==> src/rtl/req_rr_arbiter.sv <==
// Four-requester arbiter (round-robin or fixed priority); grant one cycle after request, held until done or MAX_HOLD timeout.
// One zero-grant REST cycle separates owners; ARB_XCHECK_EN adds a sticky X/Z request check (xerr).
`timescale 1ns/1ps
module req_rr_arbiter #(
  parameter bit          RR       = 1'b1,
  parameter int unsigned MAX_HOLD = 16
) (
  input  logic       clk,
  input  logic       rst,
  input  logic [3:0] req,
  input  logic       done,
  output logic [3:0] gnt,
  output logic [1:0] gnt_id,
  output logic       busy,
  output logic       timeout
`ifdef ARB_XCHECK_EN
  ,
  output logic       xerr
`endif
);

  typedef enum logic [1:0] {IDLE, GRANT, REST} state_t;

  localparam logic [7:0] HOLD_LAST = 8'(MAX_HOLD - 1);

  state_t     state_q, state_d;
  logic [3:0] gnt_q, gnt_d;
  logic [1:0] gnt_id_q, gnt_id_d;
  logic       busy_q, busy_d;
  logic       timeout_q, timeout_d;
  logic [7:0] hold_cnt_q, hold_cnt_d;
  logic [1:0] ptr_q, ptr_d;
  logic       xerr_q, xerr_d;

  logic [3:0] req_vld;
  logic [1:0] scan_base;
  logic       win_vld;
  logic [1:0] win_idx;
  logic       req_x;

  // Only a bit that is strictly 1 counts as a request.
  always_comb begin
    for (int i = 0; i < 4; i++) req_vld[i] = (req[i] === 1'b1);
  end

`ifdef ARB_XCHECK_EN
  assign req_x = ((^req) === 1'bx);
`else
  assign req_x = 1'b0;
`endif

  always_comb begin
    scan_base = 2'd0;
    if (RR) scan_base = (state_q == REST) ? gnt_id_q + 2'd1 : ptr_q;
  end

  // Scan from the highest offset down so the lowest offset from scan_base wins.
  always_comb begin
    win_vld = 1'b0;
    win_idx = 2'd0;
    for (int k = 3; k >= 0; k--) begin
      if (req_vld[scan_base + 2'(k)]) begin
        win_vld = 1'b1;
        win_idx = scan_base + 2'(k);
      end
    end
  end

  always_comb begin
    state_d    = state_q;
    gnt_d      = gnt_q;
    gnt_id_d   = gnt_id_q;
    busy_d     = busy_q;
    timeout_d  = 1'b0;
    hold_cnt_d = hold_cnt_q;
    ptr_d      = ptr_q;
    xerr_d     = xerr_q;
    case (state_q)
      IDLE, REST: begin
        if (state_q == REST && RR) ptr_d = gnt_id_q + 2'd1;
        gnt_d  = 4'd0;
        busy_d = 1'b0;
        if (req_x) begin
          xerr_d  = 1'b1;
          state_d = IDLE;
        end else if (win_vld) begin
          gnt_d      = 4'd1 << win_idx;
          gnt_id_d   = win_idx;
          busy_d     = 1'b1;
          hold_cnt_d = 8'd0;
          state_d    = GRANT;
        end else begin
          state_d = IDLE;
        end
      end
      GRANT: begin
        if (done) begin
          gnt_d   = 4'd0;
          busy_d  = 1'b0;
          state_d = REST;
        end else if (hold_cnt_q == HOLD_LAST) begin
          gnt_d     = 4'd0;
          busy_d    = 1'b0;
          timeout_d = 1'b1;
          state_d   = REST;
        end else begin
          hold_cnt_d = hold_cnt_q + 8'd1;
        end
      end
      default: state_d = IDLE;
    endcase
  end

  always_ff @(posedge clk) begin
    if (rst) begin
      state_q    <= IDLE;
      gnt_q      <= 4'd0;
      gnt_id_q   <= 2'd0;
      busy_q     <= 1'b0;
      timeout_q  <= 1'b0;
      hold_cnt_q <= 8'd0;
      ptr_q      <= 2'd0;
      xerr_q     <= 1'b0;
    end else begin
      state_q    <= state_d;
      gnt_q      <= gnt_d;
      gnt_id_q   <= gnt_id_d;
      busy_q     <= busy_d;
      timeout_q  <= timeout_d;
      hold_cnt_q <= hold_cnt_d;
      ptr_q      <= ptr_d;
      xerr_q     <= xerr_d;
    end
  end

  assign gnt     = gnt_q;
  assign gnt_id  = gnt_id_q;
  assign busy    = busy_q;
  assign timeout = timeout_q;
`ifdef ARB_XCHECK_EN
  assign xerr    = xerr_q;
`else
  logic unused_xerr;
  assign unused_xerr = xerr_q;
`endif

endmodule

==> config.mk <==
export PLATFORM = sky130hd
export DESIGN_NAME = req_rr_arbiter
export DESIGN_NICKNAME = d
export VERILOG_FILES = /design/src/rtl/req_rr_arbiter.sv
export SDC_FILE = /design/constraint.sdc
export NUM_CORES = 1
export LEC_CHECK = 0
export ABC_AREA = 1
export CAP_MARGIN = 20
export CORE_MARGIN = 4
export CORE_UTILIZATION = 40
export CTS_BUF_LIST = sky130_fd_sc_hd__clkbuf_16
export DETAILED_ROUTE_END_ITERATION = 8
export GPL_TIMING_DRIVEN = 0
export PLACE_DENSITY = 0.6
export SYNTH_ARGS = -nofsm -noshare
export SYNTH_HDL_FRONTEND = slang
export SYNTH_SLANG_ARGS = --single-unit
export TNS_END_PERCENT = 5
==> constraint.sdc <==
create_clock -name clk -period 1.7 [get_ports clk]
set_input_delay 0.255 -clock clk [delete_from_list [all_inputs] [get_ports clk]]
set_output_delay 0.255 -clock clk [all_outputs]
set_load 0.03 [all_outputs]
==> results of run 1 <==
[final cells by class]
type / instances / area (sq um) / area share
clock buffer: 3 / 75.1 / 0.0413
tap: 30 / 37.5 / 0.0206
multi-input combinational: 120 / 901 / 0.495
timing repair buffer: 29 / 256 / 0.141
inverter: 26 / 103 / 0.0564
clock inverter: 1 / 30.0 / 0.0165
buffer: 1 / 3.75 / 0.00206
sequential: 20 / 413 / 0.227
[cells in the mapped netlist (all sizes together)]
master | n | area share
a21oi | 11 | 0.049
a41oi | 1 | 0.0079
clkbuf | 1 | 0.0034
clkinv | 1 | 0.0034
dfxtp | 20 | 0.36
ha | 1 | 0.011
inv | 25 | 0.084
nand2 | 48 | 0.19
nand3 | 23 | 0.12
nand4 | 6 | 0.034
nor2 | 16 | 0.056
nor3 | 3 | 0.013
nor3b | 2 | 0.013
nor4 | 2 | 0.011
o21ai | 5 | 0.022
o21bai | 1 | 0.0068
xor2 | 1 | 0.0079
[worst max-delay path, cell delays in order, from the launching register on]
cell             delay [ns]
dfxtp_4                0.35
buf_4                  0.12
clkdlybuf4s50_1        0.67
[timing repair]
action / CTS / global route
setup endpoints to repair: 4 / 13
setup buffers: 0 / 15
pin swaps: 1 / 19
resized for setup: 4 / 79
[how the worst min path moves through the flow]
| stage | start | endpoint | slack (ns) | cells after the start |
|---|---|---|---|---|
| 4_1_cts | gnt[1] | gnt[1] | 0.47 | 2 |
| 3_5_place_dp | gnt[1] | gnt[1] | 0.46 | 2 |
| 5_1_grt | gnt[1] | gnt[1] | 0.49 | 2 |
| 6_report | gnt[0] | gnt[0] | 0.46 | 2 |
| 3_3_place_gp | gnt[2] | gnt[2] | 0.45 | 2 |
| 2_1_floorplan | rst | gnt_id[0] | 0.41 | 3 |
[metrics by stage]
| step | TNS [ns] | instance area [sq um] | setup WS [ns] | util | cells |
|---|---|---|---|---|---|
| 6_report | 0 | 1820 | 0.0468 | 0.709 | 230 |
| 3_3_place_gp | -0.886 | 1290 | -0.295 | 0.502 | 211 |
| 5_1_grt | -0.181 | 1820 | -0.0614 | 0.709 | 230 |
| 4_1_cts | -0.00754 | 1410 | -0.00754 | 0.549 | 215 |
| 3_5_place_dp | -1.16 | 1290 | -0.318 | 0.502 | 211 |
| 2_1_floorplan | 0 | 1110 | 0.0550 | - | 167 |
[metal layers]
metal | global-route usage | vias to the layer above | routed length [um]
met5 | 0 | - | 0
met4 | 0.0774 | 0 | 99
met3 | 0.0191 | 9 | 115
met2 | 0.264 | 30 | 1550
met1 | 0.209 | 579 | 1370
li1 | - | 613 | -
[registers in the layout (all words and copies together) (netlist names)]
register,count
gnt_id,2
ptr_q,2
hold_cnt_q,8
busy,1
state_q,2
timeout,1
gnt,4
[power by group through the flow]
stage | registers, mW | logic (mW) | clock network, mW
floorplan | 0.573 | 0.216 | 0
global placement | 0.533 | 0.361 | 0
detailed placement | 0.533 | 0.369 | 0
CTS | 0.524 | 0.375 | 0.652
global route | 0.538 | 0.615 | 0.675
finish | 0.534 | 0.569 | 0.645
[cell usage in the layout, fill, tap and decap left out, types with 2 or more instances in the layout]
cell,n
nand2_2,21
nor2_1,11
clkdlybuf4s50_1,14
a21oi_1,8
nand3_1,9
o21ai_2,2
nor2_4,2
nand2_8,3
a21oi_2,2
dfxtp_1,14
dfxtp_2,4
nor4_1,2
nand4_1,6
nand3_2,8
inv_2,5
nand2_1,16
buf_4,14
nand2_4,8
nor3_1,2
nand3_4,6
dfxtp_4,2
clkbuf_16,3
o21ai_0,3
inv_1,20
nor2_2,3
[cell families after synthesis]
logic type      share of synthesized area
simple gates                        0.443
fa+ha+maj                          0.0112
buf+inv                            0.0911
compound gates                     0.0866
flops                               0.360
xor+xnor                          0.00788
==> key figures, run 1 <==
Finish
  • Share of layout cells above drive strength 1: 0.450
  • N_diodes: 0
  • Nets: 209
  • Fillers: around 210
  • Area Growth Syn to Fin: 63.6%

Clock tree
  • Hold Buf Count CTS: 0
  • Clock root cell: clkbuf_16
  • Clk_lat worst skew: ~0.26 ns
  • TritonCTS clock tree: done
  • Clock buffer depth: 2
  • TritonCTS Sinks: 20
  • CTS H-tree lvls: 1
  • Clk slew on worst S/H paths: roughly 0.060 ns
  • CTS buffer count: 3

Synthesis
  • Count of different cell masters after synthesis: 23
  • Synthesis-stage register bit count: 20
  • Syn Nets: about 180
  • Seq/Total Area, Yosys: 0.360
  • Cells after Synth: roughly 170
  • Syn Std Cell Area: between 0.001 and 0.0015 sq mm
  • Ys Warns: 0
  • Mean area per synthesized cell: about 6.7 sq um

Timing
  • Worst Tran Pin Value: approximately 0.5 ns
  • FMAX: around 600 MHz
  • Final hold violations: 0
  • RSZ-0062 raised after global routing: yes
  • Crit path time final: between 1.5 and 2 ns
  • Part of the cycle the worst path needs: 0.972
  • Final setup vio count: 0
  • Skew final: 0.00432 ns
  • Max_slew headroom: 0.676
  • Hold WS: roughly 0.46 ns
  • Final slew viol count: 0

Routing
  • Wire per inst: around 14 um
  • Drt total wl: about 3.1 mm
  • Routed Antenna Nets: 0
  • DRC viols: 0
  • Initial drt markers: 48
  • First drt pass iteration count: 4
  • Via count: about 1200
  • Via-to-Cell Ratio: ~5.4

Global routing
  • Initial antenna violation count: 0
  • Wire length of the first global-routing pass: approximately 4.5 mm
  • Pin count of the biggest net entering global routing: 13
  • Total grt overflow: 0
  • Vias in the first global route: ~1100
  • Gr usage total: 0.161

Setup path
  • FF-to-FF setup slack: ~0.08 ns
  • Worst setup SP type: register
  • Worst Setup SP: gnt_id[0]
  • CP endpoint: gnt_id[0]
  • Worst EP required: ~1.4 ns
  • Arrival time worst endpoint: approximately 1.4 ns
  • CP endpoint kind: output pin
  • Crit path kind: register to output pin
  • FF-to-FF path depth: 12
  • Critical R2R Launch: state_q[0]
  • Reg-to-reg endpoint: gnt[1]
  • CP Max Fanout: 3

Pwr
  • P per Cell Area: a little under 1000 mW/mm^2
  • Int Pwr: 1.20 mW
  • Combinational power share: 0.326
  • Net Switching: ~550 uW
  • Worst ir drop on vdd: 1.04 mV
  • Clock share of power: 0.369
  • Sw Share: 0.315
  • Tot Pwr: about 1.7 mW
  • Leakage power total: 0.736 nW
  • Reg power frac: 0.305

Place
  • Routability congestion estimate: between 0.8 and 0.9
  • Post-DP HPWL: slightly above 2 mm
  • Input/output buffers: 14

Floorplanning
  • Initial core utilization: 0.433
  • Row count: 18
  • Die height: ~60 um
  • Die X: between 60 and 70 um
  • I/O pin cnt: 15
  • Die area: roughly 0.0037 sq mm
  • Core ar.: between 0.002 and 0.003 sq mm

Hold path
  • Hold Path Class: register to register

Outcome
  • Status: finished, final reports clean

Flow run
  • Max Cap Viol: 0
Power figures use the tool's default switching activity.
==> run 2, diff against run 1 <==
--- a/config.mk
+++ b/config.mk
@@ -7,7 +7,7 @@
 export LEC_CHECK = 0
 export ABC_AREA = 1
 export CAP_MARGIN = 20
-export CORE_MARGIN = 4
+export CORE_MARGIN = 1.5
 export CORE_UTILIZATION = 40
 export CTS_BUF_LIST = sky130_fd_sc_hd__clkbuf_16
 export DETAILED_ROUTE_END_ITERATION = 8
==> key figures, run 2 (synthesis gave the netlist of run 1 again) <==
Outcome
  • Status: finished, final reports clean

Pwr
  • Combinational power share: 0.320 (-0.006)
  • Sw Share: 0.330 (+0.0157)
  • Reg power frac: 0.359 (+0.054)
  • P per Cell Area: 919 mW/mm^2 (-4.3%)
  • Net Switching: 490 uW (-11%)
  • Tot Pwr: 1.48 mW (-15%)
  • Leakage power total: 0.664 nW (-9.7%)
  • Clock share of power: 0.322 (-0.047)
  • Worst ir drop on vdd: 0.775 mV (-26%)
  • Int Pwr: 993 uW (-17%)

Setup path
  • Crit-path max cell delay: 0.36 ns (-0.31 ns)
  • Worst-path cell chain: inv_1 > nand2_1 > nand2_1 > nand2_4 > nand2_4 > inv_1 > nand2_1 > nand2_2 > inv_2 > nand2_1 > nand3_2 > nand2_2 > nand3_2 > a21oi_2
  • Critical R2R Launch: gnt_id[0]
  • Worst setup SP type: register
  • Crit path kind: register to register
  • FF-to-FF path depth: 14 (+2)
  • FF-to-FF setup slack: 0.04 ns (-0.04 ns)
  • Most common cell on crit path: nand2_1
  • CP Max Fanout: 6 (+3)
  • CP endpoint kind: register
  • Reg-to-reg endpoint: gnt[1]
  • Arrival time worst endpoint: 1.84 ns (+0.44 ns)
  • Slowest-stage cell, CP: dfxtp_2
  • Worst EP required: 1.88 ns (+0.44 ns)

Clock tree
  • CTS H-tree lvls: 1 (unchanged)
  • Hold Buf Count CTS: 0 (unchanged)
  • CTS buffer count: 3 (unchanged)
  • Clk_lat worst skew: 0.25 ns (about the same)
  • Clock root cell: clkbuf_16
  • TritonCTS Sinks: 20 (unchanged)
  • TritonCTS clock tree: done
  • Clk slew on worst S/H paths: 0.05 ns (about the same)
  • Clock buffer depth: 2 (unchanged)

Timing
  • Max_slew headroom: 0.682 (+0.00632)
  • Final slew viol count: 0 (unchanged)
  • Post-route setup slack: 0.0429 ns (-0.00389 ns)
  • Part of the cycle the worst path needs: 0.975 (+0.00229)
  • Final setup vio count: 0 (unchanged)
  • Crit path time final: 1.66 ns (+0.00389 ns)
  • Final hold violations: 0 (unchanged)
  • Worst Tran Pin Value: 0.477 ns (-0.00948 ns)
  • FMAX: 603 MHz (-0.23%)
  • Skew final: 0.00251 ns (-0.00181 ns)
  • RSZ-0062 raised after global routing: yes

Place
  • Routability congestion estimate: 0.906 (+9.7%)
  • Cells after DPL: 211 (unchanged)
  • Pre-CTS setup slack: -0.332 ns (-0.0139 ns)
  • Post-DP HPWL: 1.98 mm (-3.2%)
  • Input/output buffers: 14 (unchanged)

Finish
  • Register with the most flip-flops: hold_cnt_q
  • Share of layout cells above drive strength 1: 0.319 (-0.131)
  • Commonest non-fill, non-tap cells in the layout: nand2_1 (24), inv_1 (23), nand2_2 (15), dfxtp_1 (15), clkdlybuf4s50_1 (14)
  • N_diodes: 0 (unchanged)
  • Nets: 200 (-4.3%)
  • Layout Utilization: 0.634 (-0.0748)
  • Max reg flops: 8 (unchanged)
  • Commonest non-fill, non-tap cell in the layout: nand2_1
  • Area Growth Syn to Fin: 45.0%
  • Final instance count without filler cells: 221 (-3.9%)

Global routing
  • Gr usage total: 0.169 (+0.00768)
  • Pin count of the biggest net entering global routing: 12 (-1)
  • Total grt overflow: 0 (unchanged)
  • Vias in the first global route: 1008 (-4.2%)
  • Initial antenna violation count: 0 (unchanged)
  • Wire length of the first global-routing pass: 4.25 mm (-5.4%)

Hold path
  • Hold depth: 2 (unchanged)
  • Startpoint of the worst hold path: gnt[0]
  • Hold Crit Endpoint: gnt[0]
  • Hold Path Class: register to register

Floorplanning
  • Die height: 55.7 um (-8.2%)
  • Core ar.: 0.00254 sq mm (-0.88%)
  • Die X: 55.7 um (-8.2%)
  • Initial core utilization: 0.437 (+0.00383)
  • I/O pin cnt: 15 (unchanged)
  • Die area: 0.00311 sq mm (-16%)
  • Row count: 18 (unchanged)

Routing
  • Wire per inst: 12.6 um (-7.5%)
  • Drt total wl: 2.79 mm (-11%)
  • Initial drt markers: 40 (-17%)
  • DRC viols: 0 (unchanged)
  • Via count: 1176 (-4.5%)
  • Routed Antenna Nets: 0 (unchanged)
  • Via-to-Cell Ratio: 5.32 (-0.58%)
  • First drt pass iteration count: 4 (unchanged)

Flow run
  • Max Cap Viol: 0 (unchanged)
[run 2: layer usage]
metal	part of all wire	GRT usage	up-vias
li1	-	-	593
met1	0.46	0.220	546
met2	0.49	0.270	30
met3	0.032	0.0279	7
met4	0.020	0.0801	0
met5	0	0	-
[run 2: power by group through the flow]
stage / sequential (mW) / combinational, mW / clock, mW
6_report: 0.531 / 0.474 / 0.477
2_1_floorplan: 0.573 / 0.216 / 0
4_1_cts: 0.524 / 0.376 / 0.487
5_1_grt: 0.536 / 0.513 / 0.502
3_3_place_gp: 0.533 / 0.360 / 0
3_5_place_dp: 0.534 / 0.368 / 0
[run 2: critical path: cells and delay by family (launching register included)]
family          cells  cell delay [ns]
simple gates       10             0.87
flops               1             0.36
buf+inv             3             0.20
compound gates      1             0.13
[run 2: per-stage QoR]
| step | area, sq um | TNS [ns] | hold WS, ns |
|---|---|---|---|
| after floorplan | 1110 | 0 | 0.411 |
| after global placement | 1290 | -0.936 | 0.455 |
| after detailed placement | 1290 | -1.16 | 0.459 |
| after CTS | 1390 | 0 | 0.464 |
| after global routing | 1610 | -0.327 | 0.478 |
| final | 1610 | 0 | 0.463 |
[run 2: worst max path at each step]
stage | startpoint | endpoint | slack (ns) | cells past startpoint
2_1_floorplan | gnt_id[0] | gnt_id[0] | 0.05 | 13
3_3_place_gp | req[3] | hold_cnt_q[7] | -0.30 | 10
3_5_place_dp | req[3] | hold_cnt_q[7] | -0.33 | 10
4_1_cts | state_q[1] | gnt[3] | 0.002 | 12
5_1_grt | gnt_id[0] | gnt[1] | -0.06 | 14
6_report | gnt_id[0] | gnt[1] | 0.04 | 14
[run 2: what timing repair did]
item,CTS,global route
setup endpoints to repair,2,16
setup buffers,1,5
resized for setup,3,50
pin swaps,2,16
[run 2: layout make-up]
| class | instances | area, sq um |
|---|---|---|
| Fill cell | 232 | 932 |
| Multi-Input combinational cell | 120 | 796 |
| Sequential cell | 20 | 409 |
| Timing Repair Buffer | 20 | 185 |
| Inverter | 26 | 103 |
| Clock buffer | 3 | 75.1 |
| Tap cell | 30 | 37.5 |
| Clock inverter | 1 | 3.75 |
| Buffer | 1 | 3.75 |
